==> config.mk <==
export PLATFORM = sky130hd
export DESIGN_NAME = mode_select_ctrl
export DESIGN_NICKNAME = d
export VERILOG_FILES = /design/src/rtl/mode_select_pkg.sv /design/src/rtl/button_debounce.sv /design/src/rtl/mode_select_ctrl.sv
export SDC_FILE = /design/constraint.sdc
export NUM_CORES = 1
export LEC_CHECK = 0
export ABC_AREA = 1
export CORE_MARGIN = 2
export CORE_UTILIZATION = 30
export CTS_CLUSTER_SIZE = 30
export DETAILED_ROUTE_END_ITERATION = 7
export HOLD_SLACK_MARGIN = 0.05
export PLACE_DENSITY = 0.51
export SLEW_MARGIN = 20
export SYNTH_ARGS = -nofsm -noshare
export SYNTH_HDL_FRONTEND = slang
export SYNTH_SLANG_ARGS = --single-unit
==> constraint.sdc <==
create_clock -name clk -period 1.5 [get_ports clk]
set_input_delay 0.15 -clock clk [delete_from_list [all_inputs] [get_ports clk]]
set_output_delay 0.15 -clock clk [all_outputs]
set_load 0.01 [all_outputs]
==> src/rtl/mode_select_pkg.sv <==
// Mode encoding shared by the AC/DC mode front end and the downstream
// measurement/display consumer.
package mode_select_pkg;

  localparam int MODE_W = 2;

  typedef enum logic [MODE_W-1:0] {
    MODE_NONE = 2'b00,
    MODE_AC   = 2'b01,
    MODE_DC   = 2'b10
  } mode_t;

endpackage

==> src/rtl/button_debounce.sv <==
// Two-flop synchroniser, counter-based debouncer and press (1->0) edge
// detector for one active-low push button.
module button_debounce #(
  parameter int unsigned DEBOUNCE_CYCLES = 100
) (
  input  logic clk,
  input  logic rst_n,
  input  logic btn_raw_n,
  output logic stable,
  output logic pressed
);

  localparam int unsigned       CNT_W    = $clog2(DEBOUNCE_CYCLES + 1);
  localparam logic [CNT_W-1:0] CNT_LAST = CNT_W'(DEBOUNCE_CYCLES - 1);

  logic [1:0]       sync_q;
  logic             btn_s;
  logic             stable_q, stable_d;
  logic             stable_prev_q;
  logic             pressed_q;
  logic [CNT_W-1:0] cnt_q, cnt_d;

  assign btn_s = sync_q[1];

  // Any sample matching the stable level restarts the count, so only an
  // unbroken run of DEBOUNCE_CYCLES disagreeing samples flips the level.
  always_comb begin
    cnt_d    = cnt_q;
    stable_d = stable_q;
    if (btn_s == stable_q) begin
      cnt_d = '0;
    end else if (cnt_q == CNT_LAST) begin
      stable_d = btn_s;
      cnt_d    = '0;
    end else begin
      cnt_d = cnt_q + CNT_W'(1);
    end
  end

  always_ff @(posedge clk or negedge rst_n) begin
    if (!rst_n) begin
      sync_q        <= '1;
      stable_q      <= 1'b1;
      stable_prev_q <= 1'b1;
      cnt_q         <= '0;
      pressed_q     <= 1'b0;
    end else begin
      sync_q        <= {sync_q[0], btn_raw_n};
      stable_q      <= stable_d;
      stable_prev_q <= stable_q;
      cnt_q         <= cnt_d;
      pressed_q     <= stable_prev_q & ~stable_q;
    end
  end

  assign stable  = stable_q;
  assign pressed = pressed_q;

endmodule

==> src/rtl/mode_select_ctrl.sv <==
// AC/DC mode front end: debounces both buttons and holds the registered mode.
// Optional build macro MODE_SELECT_TOGGLE_EN: same-mode press returns to NONE.
module mode_select_ctrl
  import mode_select_pkg::*;
#(
  parameter int unsigned DEBOUNCE_CYCLES = 100
) (
  input  logic              clk,
  input  logic              rst_n,
  input  logic              ac_button,
  input  logic              dc_button,
  output logic [MODE_W-1:0] mode,
  output logic              mode_valid,
  output logic              mode_changed,
  output logic              ac_pressed,
  output logic              dc_pressed
);

  logic  ac_stable, dc_stable;
  logic  unused_stable;
  mode_t mode_q, mode_d;
  logic  mode_valid_q, mode_changed_q;

  button_debounce #(.DEBOUNCE_CYCLES(DEBOUNCE_CYCLES)) u_ac_db (
    .clk       (clk),
    .rst_n     (rst_n),
    .btn_raw_n (ac_button),
    .stable    (ac_stable),
    .pressed   (ac_pressed)
  );

  button_debounce #(.DEBOUNCE_CYCLES(DEBOUNCE_CYCLES)) u_dc_db (
    .clk       (clk),
    .rst_n     (rst_n),
    .btn_raw_n (dc_button),
    .stable    (dc_stable),
    .pressed   (dc_pressed)
  );

  assign unused_stable = ac_stable ^ dc_stable;

  // Simultaneous presses are ambiguous and leave the mode untouched.
  always_comb begin
    mode_d = mode_q;
    if (ac_pressed && !dc_pressed) begin
      if (mode_q != MODE_AC) mode_d = MODE_AC;
`ifdef MODE_SELECT_TOGGLE_EN
      else                   mode_d = MODE_NONE;
`endif
    end else if (dc_pressed && !ac_pressed) begin
      if (mode_q != MODE_DC) mode_d = MODE_DC;
`ifdef MODE_SELECT_TOGGLE_EN
      else                   mode_d = MODE_NONE;
`endif
    end
  end

  always_ff @(posedge clk or negedge rst_n) begin
    if (!rst_n) begin
      mode_q         <= MODE_NONE;
      mode_valid_q   <= 1'b0;
      mode_changed_q <= 1'b0;
    end else begin
      mode_q         <= mode_d;
      mode_valid_q   <= (mode_d != MODE_NONE);
      mode_changed_q <= (mode_d != mode_q);
    end
  end

  assign mode         = mode_q;
  assign mode_valid   = mode_valid_q;
  assign mode_changed = mode_changed_q;

endmodule
# Word level (Yosys, flattened, before mapping)
# Index checks and enable logic that the tools add are counted.
dict set report totals {
  regBits 28
  input_bits 4
  output_inout_bits 6
  word_cells 43
}
dict set report classes {
  addsub 2
  n_eq_ne 7
  n_mux 8
  bitwise 6
  reduce_logical 7
}
# operator n
set ops {}
lappend ops {{7-bit 2-to-1 mux} 4}
lappend ops {{7-bit by 1-bit adder with 7-bit output (second input constant)} 2}
lappend ops {{7-bit == test (second input constant)} 2}
lappend ops {{2-bit 2-to-1 mux} 4}
lappend ops {{1-bit inverter} 4}
lappend ops {{2-bit AND reduction} 2}
lappend ops {{1-bit AND} 2}
lappend ops {{1-bit == test} 2}
lappend ops {{1-bit logical AND} 2}
lappend ops {{1-bit logical NOT} 2}
lappend ops {{2-bit by 1-bit != test with 1-bit output (second input constant)} 1}
lappend ops {{2-bit != test} 1}
lappend ops {{2-bit != test (second input constant)} 1}
lappend ops {{2-bit nonzero test} 1}

# Depth between registers and ports, before layout
dict set report logic_depth {
  word_depth 5
  mapped_depth 6
  mapped_depth_nobuf 6
}

# Modules after synthesis
# Synthesis repeated with hierarchy kept, for this count alone.
dict set report hier_totals {
  cells_unflattened 125
  area_unflattened_um2 1206.2
}
# module instances cells_per_inst area_per_inst_um2 seq_area_each_um2
set modules_own_cells {}
lappend modules_own_cells {{button_debounce (u_ac_db)} 1 55 525.5 305.3}
lappend modules_own_cells {{button_debounce (u_dc_db)} 1 48 503.0 305.3}
lappend modules_own_cells {mode_select_ctrl 1 22 177.7 100.1}

# Worst setup path before layout
# OpenSTA, ideal clock, no wires.
dict set report synth_path {
  kind {register to register}
  startpoint {reg u_ac_db.cnt_q[0]}
  endpoint {reg u_ac_db.cnt_q[2]}
  setup_ns 0.120
  t_arrival_ns 0.993
  required_ns 1.380
  setup_slack_ns 0.387
  path_stages_with_launch 7
  n_path_buf 0
  period_less_slack_ns 1.113
  cell_sequence {dfrtp_1 > ha_1 > inv_1 > nor2_1 > nand3b_2 > nand2_1 > nor2_1}
}
dict set report synth_via {
  elab_chain_cells 3
  elab_cells_between_ends 4
  cone_classes {1 x add/sub; 1 x eq/ne; 2 x mux}
}
# item line_no
set synth_rtl {}
lappend synth_rtl {{from (decl)} button_debounce.sv:21} ;# logic [CNT_W-1:0] cnt_q, cnt_d;
lappend synth_rtl {{from (signal assigned)} button_debounce.sv:51} ;# cnt_q <= cnt_d;
lappend synth_rtl {{7-bit by 1-bit adder with 7-bit output or 7-bit == test (tied branches)} {button_debounce.sv:36, button_debounce.sv:32}}
lappend synth_rtl {{7-bit 2-to-1 mux *} button_debounce.sv:32} ;# end else if (cnt_q == CNT_LAST) begin
lappend synth_rtl {{7-bit 2-to-1 mux *} button_debounce.sv:30} ;# if (btn_s == stable_q) begin
lappend synth_rtl {{named net u_ac_db.cnt_d[2]} button_debounce.sv:21}
# The timed path passes the listed nets; every way through them passes the cells marked *.
# A chain may end at the register's enable or synchronous reset.

# Final worst setup path
dict set report layout_path {
  startpoint {reg mode_q[1], in the netlist mode[1]}
  endpoint {out mode[1]}
}
# item line_no
set layout_rtl {}
lappend layout_rtl {{from (decl)} mode_select_ctrl.sv:21} ;# mode_t mode_q, mode_d;
lappend layout_rtl {{from (signal assigned)} mode_select_ctrl.sv:64} ;# mode_q <= mode_d;
lappend layout_rtl {{to (decl)} mode_select_ctrl.sv:12} ;# output logic [MODE_W-1:0] mode,
# No word-level cell between the ends.

==> flow_summary_export.csv <==
group,metric,value,unit
sta,slew_headroom,73.0,%
synth,ys_seq_elements,28,
cells_and_area,fin_nets,140,
placed_design,dp_hpwl,1270,µm
sta,tns,0,ns
floorplanning,coreArea,3720,µm²
sta,whs,0.247,ns
placed_design,dpl_cell_area,1330,µm²
route,dr_total_vias,755,
clocking,hold_buffers,0,
worst_setup_path,cp-start-kind,"register",
worst_setup_path,crit_buf_inv,1,
power_and_ir_drop,power,1.43,mW
cells_and_area,antenna_cells,0,
worst_setup_path,crit_chain,"clkdlybuf4s50_1",
clocking,cts_resized,0,
worst_setup_path,cpPeakStageDelay,0.55,ns
floorplanning,die_area,4420,µm²
synth,syn_avg_cell_area,9.85,µm²
cells_and_area,final_layout_size_suffix_gt1_share,13.5,%
grt,grt_pass1_vias,731,
job,drv_cap,0,
placed_design,place_congestion,0.797,
clocking,cts_tree,"yes",
power_and_ir_drop,power_density,1020,nW/µm²
clocking,clockBufferDepth,2,
grt,grt_pass1_wl,3190,µm
sta,skew,0.00940,ns
sta,finalHoldViolations,0,
clocking,clkTransAtPathRegs,0.09,ns
clocking,clockRootBuffer,"clkbuf_8",
clocking,htree_levels,1,
sta,setup_viol,0,
sta,worst_slew_pin_slew,0.402,ns
sta,min_period,1.36,ns
synth,synth-seq-area-share,60.6,%
power_and_ir_drop,ir_drop,0.626,mV
sta,fmax,0.737,GHz
placed_design,io_buffers,9,
route,route.detailed.wl_per_inst,9.45,µm
grt,grt_overflow,0,
synth,syn_inst,119,
synth,synth_area,1170,µm²
floorplanning,rows,22,
status,status,"finished clean",
worst_setup_path,crit_required,1.35,ns
cells_and_area,final_common_cell,"nor2_1",
worst_setup_path,critPathKind,"register to output pin",
floorplanning,ioPinCount,10,
route,totalWireLength,1710,µm
worst_setup_path,critPathSlowestCell,"clkdlybuf4s50_1",
sta,post-route-period-util,90.4,%
clocking,post_cts_buffers,0,
worst_setup_path,crit_arrival,1.21,ns
worst_setup_path,endpoint_kind,"output pin",
grt,grt_max_degree,29,
synth,synth_cell_types,18,
clocking,cts_num_sinks,28,
sta,finalMaxSlewViolations,0,
floorplanning,chipWidth,66.5,µm
route,drtIter0Drc,17,
route,first_pass_iters,4,
cells_and_area,layout_common_cells,"nor2_1 (25), dfrtp_1 (20), nand2_1 (18)",
clocking,clk_latency,0.27,ns
route,post-route-drc-count,0,
power_and_ir_drop,leakagePower,0.655,nW
floorplanning,dieHeight,66.5,µm
cells_and_area,syn2layout_area_growth,19.5,%
clocking,cts_made_buffers,3,
grt,antenna_found_initial,0,
grt,track_usage,9.55,%
hold_path,hp-class,"input pin to asynchronous set/reset pin",
synth,syn_nets,125,
route,drtAntennaViolNets,0,
worst_setup_path,path_max_fanout,4,
worst_setup_path,cp_top_family,"buffers and inverters",
cells_and_area,final_area,1400,µm²
floorplanning,start_util,31.5,%
synth,yosys_warnings,0,
sta,rsz0062_at_grt,"false",
route,vias_per_cell,4.17,
final cells by class:
class | instances | area, µm²
fillers | 388 | 2310
flip-flops and latches | 28 | 711
multi-input cells | 77 | 409
repair buffers | 10 | 97.6
well taps | 48 | 60.1
inverters | 14 | 52.6
clock buffers | 3 | 41.3
clock inverters | 1 | 30.0
layer usage:
metal	up-vias	part of all wire, %	GRT usage, %
li1	397	-	-
met1	349	48	12.3
met2	5	47	14.9
met3	4	2.9	3.55
met4	0	1.3	3.06
met5	-	0	0
sequential cells by signal, indices dropped and copies added, names as in the netlist:
register / flops
u_ac_db.sync_q: 2
u_ac_db.pressed: 1
u_ac_db.stable: 1
u_ac_db.cnt_q: 7
mode: 2
u_dc_db.cnt_q: 7
u_dc_db.stable: 1
mode_changed: 1
u_dc_db.pressed: 1
mode_valid: 1
u_dc_db.sync_q: 2
u_ac_db.stable_prev_q: 1
u_dc_db.stable_prev_q: 1
synth_stat cells:
cell type,n,share of area [%]
a21oi_1,5,2.1
dfrtp_1,20,43
dfstp_2,8,18
ha_1,2,2.1
inv_1,14,4.5
nand2_1,18,5.8
nand2_2,1,0.53
nand3_1,11,4.7
nand3b_2,1,0.96
nand3b_4,1,1.7
nand4_1,1,0.53
nor2_1,25,8.0
nor2_2,1,0.53
o21ai_0,1,0.43
o21ai_1,2,0.85
xnor2_1,3,2.2
xor2_1,4,3.0
xor2_2,1,1.4
where the power goes:
group,internal (mW),switching [mW]
registers,0.778,0.0156
logic,0.0270,0.0399
clock network,0.357,0.217
total,1.16,0.272
worst register-to-register path, stage by stage (launching register included):
cell      delay [ns]
dfrtp_1         0.39
ha_1            0.26
inv_1           0.06
nor2_1          0.11
nand3b_2        0.14
nand2_1         0.12
nor2_1          0.05
per-stage QoR:
step	std cells	worst slack, ns	utilization [%]
3_5_place_dp	177	0.256	35.8
2_1_floorplan	119	0.387	-
3_3_place_gp	177	0.261	35.8
6_report	181	0.144	37.7
4_1_cts	181	0.122	37.7
5_1_grt	181	0.101	37.7
worst paths after layout:
path	start	slack, ns	cells past startpoint	end
worst max-delay path	mode[1]	0.14	1	mode[1]
worst min-delay path	rst_n	0.25	2	u_dc_db.pressed
worst max register to register	u_ac_db.cnt_q[0]	0.25	6	u_ac_db.cnt_q[2]
worst min register to register	u_dc_db.sync_q[0]	0.36	0	u_dc_db.sync_q[1]
max in group asynchronous	rst_n	0.94	2	u_ac_db.sync_q[0]
min in group clk	ac_button	0.29	1	u_ac_db.sync_q[0]
logic make-up (layout without fill, tap and decap cells):
| group | after synthesis | in the layout | share of synthesized area (%) |
|---|---|---|---|
| adder cells (fa/ha/maj) | 2 | 2 | 2.13 |
| buffers and inverters | 14 | 28 | 4.48 |
| AO/OA/AOI/OAI | 8 | 8 | 3.41 |
| XOR/XNOR | 8 | 8 | 6.62 |
| AND/OR/NAND/NOR | 59 | 59 | 22.7 |
| flip-flops | 28 | 28 | 60.6 |
Power figures use the tool's default switching activity.
